`src/rtl/parity_rx_pkg.sv`:
```
// Shared types and line-level constants for the parity frame receiver.
// No logic; no latency.
// No flow control; definitions only.
package parity_rx_pkg;

    typedef enum logic [2:0] {
        IDLE,
        DATA,
        PARITY,
        STOP,
        BREAK
    } rx_state_t;

    localparam logic LINE_IDLE = 1'b1;
    localparam logic START_BIT = 1'b0;
    localparam logic STOP_BIT  = 1'b1;

endpackage

```
`src/rtl/parity_accum.sv`:
```
// Running XOR of the serial data bits of one frame.
// q reflects d one clk after an enabled cycle.
// No backpressure; clr has priority over en.
module parity_accum (
    input  logic clk,
    input  logic rst_n,
    input  logic clr,
    input  logic en,
    input  logic d,
    output logic q
);

    // Toggle on every enabled 1 bit; clear at frame start.
    always_ff @(posedge clk or negedge rst_n) begin
        if (!rst_n) begin
            q <= 1'b0;
        end else if (clr) begin
            q <= 1'b0;
        end else if (en) begin
            q <= q ^ d;
        end
    end

endmodule

```
`src/rtl/parity_frame_rx.sv`:
```
// Serial start/data/parity/stop receiver feeding a one-entry valid/ready output register.
// Word appears 1 clk after the stop-tick edge.
// Receiver never stalls: completion while the held word is unaccepted drops the new frame and pulses overrun.
module parity_frame_rx
    import parity_rx_pkg::*;
#(
    parameter int DATA_W     = 8,
    parameter bit PARITY_ODD = 1'b0
) (
    input  logic              clk,
    input  logic              rst_n,
    input  logic              bit_tick,
    input  logic              rx_in,
    output logic [DATA_W-1:0] out_data,
    output logic              out_valid,
    input  logic              out_ready,
    output logic              parity_err,
    output logic              frame_err,
    output logic              overrun
);

    localparam int CW = $clog2(DATA_W + 1);
    localparam logic [CW-1:0] LAST_BIT = CW'(DATA_W - 1);

    rx_state_t         state;
    rx_state_t         state_nxt;
    logic [CW-1:0]     bit_cnt;
    logic [DATA_W-1:0] shreg;
    logic [DATA_W:0]   sh_next;
    logic              acc;
    logic              acc_clr;
    logic              acc_en;
    logic              perr_q;
    logic              frame_done;
    logic              deliver;

    parity_accum u_acc (
        .clk   (clk),
        .rst_n (rst_n),
        .clr   (acc_clr),
        .en    (acc_en),
        .d     (rx_in),
        .q     (acc)
    );

    // LSB arrives first, so each new bit enters at the top and moves down.
    assign sh_next = {rx_in, shreg} >> 1;

    // A frame may only load when the output slot is empty or being emptied this cycle.
    assign deliver = frame_done && (!out_valid || out_ready);

    // Receive state register.
    always_ff @(posedge clk or negedge rst_n) begin
        if (!rst_n) begin
            state <= IDLE;
        end else begin
            state <= state_nxt;
        end
    end

    // Next-state and accumulator control; everything advances only on a tick.
    always_comb begin
        state_nxt  = state;
        acc_clr    = 1'b0;
        acc_en     = 1'b0;
        frame_done = 1'b0;
        if (bit_tick) begin
            case (state)
                IDLE: begin
                    if (rx_in == START_BIT) begin
                        state_nxt = DATA;
                        acc_clr   = 1'b1;
                    end
                end
                DATA: begin
                    acc_en = 1'b1;
                    if (bit_cnt == LAST_BIT) begin
                        state_nxt = PARITY;
                    end
                end
                PARITY: state_nxt = STOP;
                STOP: begin
                    frame_done = 1'b1;
                    state_nxt  = (rx_in == STOP_BIT) ? IDLE : BREAK;
                end
                // A line held low must return high before a new start bit counts.
                BREAK: begin
                    if (rx_in == LINE_IDLE) begin
                        state_nxt = IDLE;
                    end
                end
                default: state_nxt = IDLE;
            endcase
        end
    end

    // Bit counter, shift register and parity verdict.
    always_ff @(posedge clk or negedge rst_n) begin
        if (!rst_n) begin
            bit_cnt <= '0;
            shreg   <= '0;
            perr_q  <= 1'b0;
        end else if (bit_tick) begin
            case (state)
                IDLE: begin
                    if (rx_in == START_BIT) begin
                        bit_cnt <= '0;
                    end
                end
                DATA: begin
                    shreg   <= sh_next[DATA_W-1:0];
                    bit_cnt <= bit_cnt + 1'b1;
                end
                PARITY: perr_q <= (acc ^ rx_in) != PARITY_ODD;
                default: ;
            endcase
        end
    end

    // One-entry output register with overrun detection.
    always_ff @(posedge clk or negedge rst_n) begin
        if (!rst_n) begin
            out_data   <= '0;
            out_valid  <= 1'b0;
            parity_err <= 1'b0;
            frame_err  <= 1'b0;
            overrun    <= 1'b0;
        end else begin
            overrun <= frame_done && out_valid && !out_ready;
            if (deliver) begin
                out_data   <= shreg;
                parity_err <= perr_q;
                frame_err  <= (rx_in != STOP_BIT);
                out_valid  <= 1'b1;
            end else if (out_valid && out_ready) begin
                out_valid <= 1'b0;
            end
        end
    end

endmodule
```
`config.mk`:
```
export PLATFORM = sky130hd
export DESIGN_NAME = parity_frame_rx
export DESIGN_NICKNAME = d
export VERILOG_FILES = /design/src/rtl/parity_rx_pkg.sv /design/src/rtl/parity_accum.sv /design/src/rtl/parity_frame_rx.sv
export SDC_FILE = /design/constraint.sdc
export NUM_CORES = 1
export LEC_CHECK = 0
export ABC_AREA = 1
export BUFFER_PORTS_ARGS = -buffer_cell sky130_fd_sc_hd__buf_2
export CAP_MARGIN = 20
export CORE_UTILIZATION = 50
export CTS_CLUSTER_DIAMETER = 40
export DETAILED_ROUTE_END_ITERATION = 10
export PLACE_DENSITY = 0.74
export SYNTH_ARGS = -nofsm -noshare
export SYNTH_HDL_FRONTEND = slang
export SYNTH_SLANG_ARGS = --single-unit
```
`constraint.sdc`:
```
create_clock -name clk -period 1.1 [get_ports clk]
set_input_delay 0.055 -clock clk [delete_from_list [all_inputs] [get_ports clk]]
set_output_delay 0.055 -clock clk [all_outputs]
set_load 0.02 [all_outputs]
```
==> impl_metrics.tcl, run 1 <==
set metrics [dict create \
    required_ps 1350 \
    areaGrowthSynthToFinish_pct 36.7 \
    fin_util 0.750 \
    drt_iter0_drc 16 \
    ys_top_cells_by_area "dfrtp_1, nand2_1, o21ai_2, o21ai_0, inv_1" \
    routed_wl_um 2910 \
    initial_core_util 0.548 \
    htreeDepth 2 \
    n_antenna_cell 0 \
    p_per_area_nw_per_um2 2680 \
    period_share 1.11 \
    path_buf_inv 0 \
    synth_top_cell_area_share 0.576 \
    grt_pass1_wl_um 4610 \
    antenna_found_initial 0 \
    grt-ovfl-total 0 \
    path_max_fanout 7 \
    min_path_cells 2 \
    drcViolationCount 0 \
    synthesis.area_um2 1260 \
    fin_setup_tns_ps -2020 \
    multi_input_area_um2 627 \
    syn_inst 132 \
    max_slew_margin 0.758 \
    yosysWarnings 0 \
    ios 17 \
    worstReg2RegEnd "bit_cnt[0]" \
    worstSetupStartpointType "flop" \
    die_y_um 52.2 \
    viasPerCell 5.29 \
    port_buffers 16 \
    postPlaceCellArea_um2 1460 \
    nets 178 \
    fmax_mhz 818 \
    yosysSeqAreaShare 0.576 \
    finalSetupViolCount 28 \
    synth_area_per_cell_um2 9.55 \
    register_area_um2 728 \
    failed_checks "setup timing" \
    leakagePower_nw 0.841 \
    cp_top_family "simple AND/OR/NAND/NOR gates" \
    ir_worst_vdd_uv 1790 \
    final_common_cell "dfrtp_1" \
    fin_ws_ps -123 \
    synth_top_area_cell "dfrtp_1" \
    vias 1063 \
    dieArea_um2 2720 \
    drv_cap 0 \
    finalCriticalPeriod_ps 1220 \
    cp_slowest_stage_delay_ps 500 \
    drive_gt1_frac 0.439 \
    finalHoldViolations 0 \
    clock_path_buffers 2 \
    crit-reg2reg-launch "state[1]" \
    die_w_um 52.2 \
    numCtsBuffers 5 \
    first_pass_iters 7 \
    synth_nets 138 \
    wl_per_cell_um 14.5 \
    clock_tree.root_cell "clkbuf_4" \
    path_cells "nor2_4, nand3_2, and2b_2, mux2i_1" \
    hold_path_startpoint "rx_in" \
    holdPathEnd "frame_err" \
    cts_tree "built" \
    reg2reg_depth 4 \
    finClkSkew_ps 4.32 \
    place_congestion 0.735 \
    clock_latency_ps 320 \
    core_area_um2 2300 \
    fin_hold_ws_ps 66.6 \
    track_usage 0.247 \
    filler_cell_count 160 \
    dp_hpwl_um 1790 \
    hold_class "in2reg" \
    end_kind "flop" \
    grt_pass1_vias 1045 \
    total_power_mw 4.61 \
    path_class "reg2reg" \
    num_rows 17 \
    rsz0062_at_grt "yes" \
    cts_sinks 29 \
    design_area_um2 1720 \
    clk_pin_slew_ps 90 \
    crit_slowest_cell "dfrtp_2" \
    regToRegSetupSlack_ps -120 \
    antenna_left 0 \
    worst_pin_slew_ps 364 \
    final_cell_mix "dfrtp_1, nand2_1, buf_2" \
    status "complete, but fails checks" \
    synth_cell_type_count 21 \
    cp.arrival_ps 1470 \
    ys_ff_latch 29 \
    drv_slew 0 \
    grt_max_degree 19 \
]
## registers in the layout, summed over array words and instances, names as in the netlist
name	count
overrun	1
shreg	8
u_acc.q	1
parity_err	1
state	3
out_data	8
perr_q	1
out_valid	1
bit_cnt	4
frame_err	1
## how the worst max path moves through the flow
stage / from / to / slack, ps / cells after the start
floorplan: state[2] / out_data[0] / -40 / 7
detailed placement: state[0] / bit_cnt[1] / -180 / 6
global placement: state[2] / shreg[7] / -100 / 6
CTS: state[1] / bit_cnt[0] / -90 / 4
finish: state[1] / bit_cnt[0] / -120 / 4
global route: state[1] / bit_cnt[0] / -160 / 4
## cells in the mapped netlist, drive strengths merged
master,number
nor2,7
and2b,1
o22ai,2
inv,15
xnor2,2
buf,2
nand4,3
nor3,1
a21oi,1
nand3,8
xor2,1
o21ai,19
mux2i,1
dfrtp,29
ha,1
nand2,39
## layer usage
| layer | track usage | part of all wire |
|---|---|---|
| met3 | 0.0522 | 0.039 |
| met5 | 0 | 0 |
| met4 | 0.132 | 0.022 |
| met2 | 0.412 | 0.50 |
| met1 | 0.300 | 0.43 |
## power breakdown
part / internal (mW) / total, mW / switching [mW] / leakage [nW]
logic: 0.890 / 2.15 / 1.26 / 0.437
registers: 1.49 / 1.87 / 0.374 / 0.377
clock network: 0.254 / 0.597 / 0.343 / 0.0265
total: 2.64 / 4.61 / 1.97 / 0.841
## stage by stage
| stage | std cells | worst slack (ps) |
|---|---|---|
| floorplan | 132 | -38.2 |
| global route | 201 | -161 |
| detailed placement | 186 | -178 |
| global placement | 186 | -95.5 |
| CTS | 199 | -86.7 |
| finish | 201 | -123 |
## area by class of cell
class,count,area share
multi-input cells,90,0.364
inverters,15,0.0327
flip-flops and latches,29,0.423
clock buffers,8,0.0283
repair buffers,31,0.132
well taps,28,0.0203
## cell families after synthesis
group,synth area share
buffers and inverters,0.0626
AO/OA/AOI/OAI,0.110
XOR/XNOR,0.0209
flip-flops,0.576
adder cells (fa/ha/maj),0.00993
multiplexers,0.00794
AND/OR/NAND/NOR,0.213
## timing repair
action                                 in CTS  in global routing
endpoints found under the hold margin      29                  0
buffers inserted                            2                  0
hold buffers                                1                  0
cloned                                      2                  2
pin swaps                                   1                  9
setup endpoints to repair                  27                 27
resized for setup                          15                 30
Note: power is estimated with default switching activity, not from simulation.
==> run 2: changes to the inputs <==
--- a/config.mk
+++ b/config.mk
@@ -11,7 +11,7 @@
 export CORE_UTILIZATION = 50
 export CTS_CLUSTER_DIAMETER = 40
 export DETAILED_ROUTE_END_ITERATION = 10
-export PLACE_DENSITY = 0.74
+export PLACE_DENSITY = 0.82
 export SYNTH_ARGS = -nofsm -noshare
 export SYNTH_HDL_FRONTEND = slang
 export SYNTH_SLANG_ARGS = --single-unit
==> impl_metrics.tcl, run 2 (same netlist as run 1, synthesis figures left out) <==
set metrics [dict create \
    path_class "reg2reg" \
    dieArea_um2 2720 \
    stdcell_count 206 \
    clock_tree.root_cell "clkbuf_4" \
    clk_pin_slew_ps 90 \
    cp_slowest_stage_delay_ps 410 \
    cp.arrival_ps 1500 \
    multi_input_area_um2 619 \
    worstReg2RegEnd "shreg[0]" \
    finalSetupViolCount 28 \
    path_cells "inv_2, nand2_2, nor2_4, buf_6, nand2_8, nand2_1, o21ai_1" \
    antenna_left 0 \
    vias 1114 \
    fin_hold_ws_ps 30.4 \
    leakagePower_nw 0.862 \
    finalCriticalPeriod_ps 1280 \
    antenna_found_initial 0 \
    grt_pass1_vias 971 \
    holdPathEnd "frame_err" \
    hold_path_startpoint "rx_in" \
    rsz0062_at_grt "yes" \
    ios 17 \
    p_per_area_nw_per_um2 2770 \
    clock_path_buffers 2 \
    reg2reg_depth 7 \
    path_buf_inv 2 \
    grt-ovfl-total 0 \
    routed_wl_um 3280 \
    total_power_mw 4.85 \
    die_w_um 52.2 \
    drt_iter0_drc 50 \
    initial_core_util 0.548 \
    finalHoldViolations 0 \
    dp_hpwl_um 1750 \
    finClkSkew_ps 10.0 \
    cts_sinks 29 \
    filler_cell_count 139 \
    first_pass_iters 4 \
    numCtsBuffers 5 \
    max_slew_margin 0.756 \
    design_area_um2 1750 \
    fin_setup_tns_ps -3440 \
    largest_registers "out_data: 8 flops, shreg: 8 flops, bit_cnt: 4 flops" \
    path_max_fanout 5 \
    fin_ws_ps -181 \
    drv_cap 0 \
    final_common_cell "nand2_1" \
    place_congestion 0.862 \
    drv_slew 0 \
    postPlaceCellArea_um2 1450 \
    fmax_mhz 781 \
    end_kind "flop" \
    crit-reg2reg-launch "state[2]" \
    grt_max_degree 30 \
    htreeDepth 2 \
    regToRegSetupSlack_ps -180 \
    cts_tree "built" \
    clock_latency_ps 330 \
    num_rows 17 \
    dpl.cell_count 187 \
    status "complete, but fails checks" \
    areaGrowthSynthToFinish_pct 38.9 \
    port_buffers 16 \
    crit_slowest_cell "dfrtp_1" \
    grt_pass1_wl_um 4270 \
    drive_gt1_frac 0.449 \
    n_antenna_cell 0 \
    register_area_um2 728 \
    period_share 1.16 \
    core_area_um2 2300 \
    nets 184 \
    die_y_um 52.2 \
    worstSetupStartpointType "flop" \
    drcViolationCount 0 \
    wl_per_cell_um 15.9 \
    viasPerCell 5.41 \
    worst_pin_slew_ps 365 \
    required_ps 1320 \
    ir_worst_vdd_uv 2070 \
    final_cell_mix "nand2_1, dfrtp_1, buf_2" \
    cp_top_family "simple AND/OR/NAND/NOR gates" \
    failed_checks "setup timing" \
    min_path_cells 2 \
    track_usage 0.230 \
    hold_class "in2reg" \
]
-- run 2: cell types whose count changed in the layout (fill, tap and decap cells not counted), moves of 2 or more --
| cell | previous run | this run |
|---|---|---|
| nand2_1 | 25 | 29 |
| clkbuf_1 | 3 | 1 |
| nand2_4 | 8 | 4 |
| buf_4 | 10 | 15 |
| o21ai_1 | 8 | 6 |
-- run 2: timing repair --
item,CTS,global route
gates cloned,1,4
setup endpoints to repair,27,28
setup buffers,2,4
gates resized for setup,13,26
pin swaps,2,6
hold buffers,1,0
endpoints found under the hold margin,29,0
-- run 2: metrics by stage --
| step | setup slack [ps] | utilization |
|---|---|---|
| finish | -181 | 0.762 |
| global route | -242 | 0.762 |
| CTS | -86.1 | 0.686 |
| detailed placement | -170 | 0.631 |
| global placement | -83.6 | 0.631 |
| floorplan | -38.2 | - |
-- run 2: power breakdown --
group | leakage, nW | internal, mW | switching, mW | total [mW]
clock network | 0.0314 | 0.301 | 0.362 | 0.663
registers | 0.377 | 1.49 | 0.339 | 1.83
logic | 0.453 | 0.980 | 1.37 | 2.35
-- run 2: final cells by class --
class | count | area share
Clock buffer | 7 | 0.0315
Inverter | 15 | 0.0322
Multi-Input combinational cell | 91 | 0.354
Sequential cell | 29 | 0.416
Tap cell | 28 | 0.0200
Timing Repair Buffer | 36 | 0.147
-- run 2: worst max-delay path by stage --
stage / cells after the start / slack [ps] / start / to
global placement: 6 / -80 / state[2] / shreg[7]
global route: 7 / -240 / state[2] / shreg[0]
finish: 7 / -180 / state[2] / shreg[0]
floorplan: 7 / -40 / state[2] / out_data[0]
detailed placement: 6 / -170 / state[2] / shreg[7]
CTS: 5 / -90 / state[1] / out_data[7]
-- run 2: layer usage --
| metal | vias up | wire length [µm] | GRT usage |
|---|---|---|---|
| met5 | - | 0 | 0 |
| met4 | 0 | 14 | 0.0921 |
| met3 | 2 | 129 | 0.0957 |
| met2 | 31 | 1770 | 0.378 |
| met1 | 559 | 1360 | 0.265 |
| li1 | 522 | - | - |
==> run 3: changes to the inputs <==
--- a/config.mk
+++ b/config.mk
@@ -15,3 +15,4 @@
 export SYNTH_ARGS = -nofsm -noshare
 export SYNTH_HDL_FRONTEND = slang
 export SYNTH_SLANG_ARGS = --single-unit
+export TNS_END_PERCENT = 5
==> impl_metrics.tcl, run 3 (same netlist as run 1, synthesis figures left out) <==
set metrics [dict create \
    status "complete, but fails checks" \
    failed_checks "setup timing" \
    num_rows 17 \
    finalSetupViolCount 26 \
    fin_ws_ps -123 \
    fin_setup_tns_ps -2260 \
    die_y_um 52.2 \
    dpl.cell_count 187 \
    total_power_mw 4.83 \
    clock_path_buffers 2 \
    vias 1069 \
    drv_cap 0 \
    cp.arrival_ps 1440 \
    place_congestion 0.889 \
    leakagePower_nw 0.854 \
    final_cell_mix "nand2_1, dfrtp_1, buf_2" \
    drive_gt1_frac 0.428 \
    first_pass_iters 5 \
    rsz0062_at_grt "yes" \
    finalCriticalPeriod_ps 1220 \
    cp_slowest_stage_delay_ps 410 \
    worstSetupStartpointType "flop" \
    initial_core_util 0.548 \
    clock_latency_ps 340 \
    crit_slowest_cell "dfrtp_1" \
    fmax_mhz 817 \
    finalHoldViolations 0 \
    required_ps 1320 \
    cts_sinks 29 \
    clk_pin_slew_ps 90 \
    grt_pass1_vias 1035 \
    htreeDepth 2 \
    worst_pin_slew_ps 368 \
    track_usage 0.258 \
    n_antenna_cell 0 \
    drt_iter0_drc 21 \
    antenna_found_initial 0 \
    path_max_fanout 5 \
    p_per_area_nw_per_um2 2840 \
    largest_registers "out_data: 8 flops, shreg: 8 flops, bit_cnt: 4 flops" \
    die_w_um 52.2 \
    drv_slew 0 \
    finClkSkew_ps 16.4 \
    dieArea_um2 2720 \
    stdcell_count 201 \
    drcViolationCount 0 \
    grt_pass1_wl_um 4880 \
    antenna_left 0 \
    end_kind "flop" \
    path_cells "buf_4, nor2_2, nand2_1, and2b_2, mux2i_1" \
    nets 179 \
    areaGrowthSynthToFinish_pct 35.1 \
    dp_hpwl_um 1790 \
    wl_per_cell_um 15.1 \
    numCtsBuffers 5 \
    cts_tree "built" \
    hold_class "in2reg" \
    ios 17 \
    period_share 1.11 \
    path_class "reg2reg" \
    viasPerCell 5.32 \
    ir_worst_vdd_uv 1800 \
    core_area_um2 2300 \
    cp_top_family "simple AND/OR/NAND/NOR gates" \
    grt-ovfl-total 0 \
    port_buffers 16 \
    routed_wl_um 3040 \
    grt_max_degree 30 \
    path_buf_inv 1 \
    clock_tree.root_cell "clkbuf_4" \
    max_slew_margin 0.755 \
]
## run 3: cell count changes in the layout (fill, tap and decap cells not counted), sizes merged
cell,previous run,this run
clkbuf,7,5
nand2,44,42
buf,35,32
bufinv,0,1
clkinv,0,1
## run 3: per-layer routing
metal,vias up,global-route usage,routed length [µm]
met5,-,0,0
met4,0,0.127,74
met3,15,0.0638,111
met2,32,0.408,1570
met1,511,0.328,1280
li1,511,-,-
## run 3: worst reg2reg max path: cells and delay by family, from the launching register on
| family | cells | cell delay (ps) |
|---|---|---|
| flops | 1 | 410 |
| buf+inv | 1 | 170 |
| simple gates | 3 | 440 |
| mux | 1 | 90 |
## run 3: final timing paths
kind | from | to | slack (ps) | cells past startpoint
worst max-delay path | state[2] | bit_cnt[0] | -120 | 5
worst min-delay path | rx_in | frame_err | 10 | 2
worst max register to register | state[2] | bit_cnt[0] | -120 | 5
worst min register to register | out_data[4] | out_data[4] | 490 | 2
max in group asynchronous | rst_n | state[0] | 550 | 3
min in group asynchronous | rst_n | u_acc.q | 240 | 3
## run 3: power by group
part / leakage, nW / internal (mW) / switching [mW]
Clock: 0.0410 / 0.462 / 0.386
Sequential: 0.377 / 1.49 / 0.339
Combinational: 0.436 / 0.882 / 1.27
Total: 0.854 / 2.84 / 1.99
## run 3: through the flow
step / utilization / hold WS (ps) / worst slack, ps / instance area, µm²
2_1_floorplan: - / -241 / -38.2 / 1260
3_3_place_gp: 0.631 / 69.4 / -78.3 / 1450
3_5_place_dp: 0.631 / 77.5 / -160 / 1450
4_1_cts: 0.729 / 0.954 / -79.3 / 1670
5_1_grt: 0.741 / 14.9 / -193 / 1700
6_report: 0.741 / 10.5 / -123 / 1700
## run 3: final cells by class
| cell class | count | area [µm²] |
|---|---|---|
| sequential | 29 | 728 |
| fill | 172 | 596 |
| multi-input combinational | 89 | 583 |
| timing repair buffer | 33 | 226 |
| inverter | 15 | 56.3 |
| clock buffer | 5 | 37.5 |
| clock inverter | 2 | 35.0 |
| tap | 28 | 35.0 |
## run 3: timing repair
item	CTS	global route
hold buffers	1	0
gates resized for setup	26	8
pin swaps	4	4
setup buffers	3	0
endpoints found under the setup margin	27	29
cloned	3	0
endpoints found under the hold margin	29	0
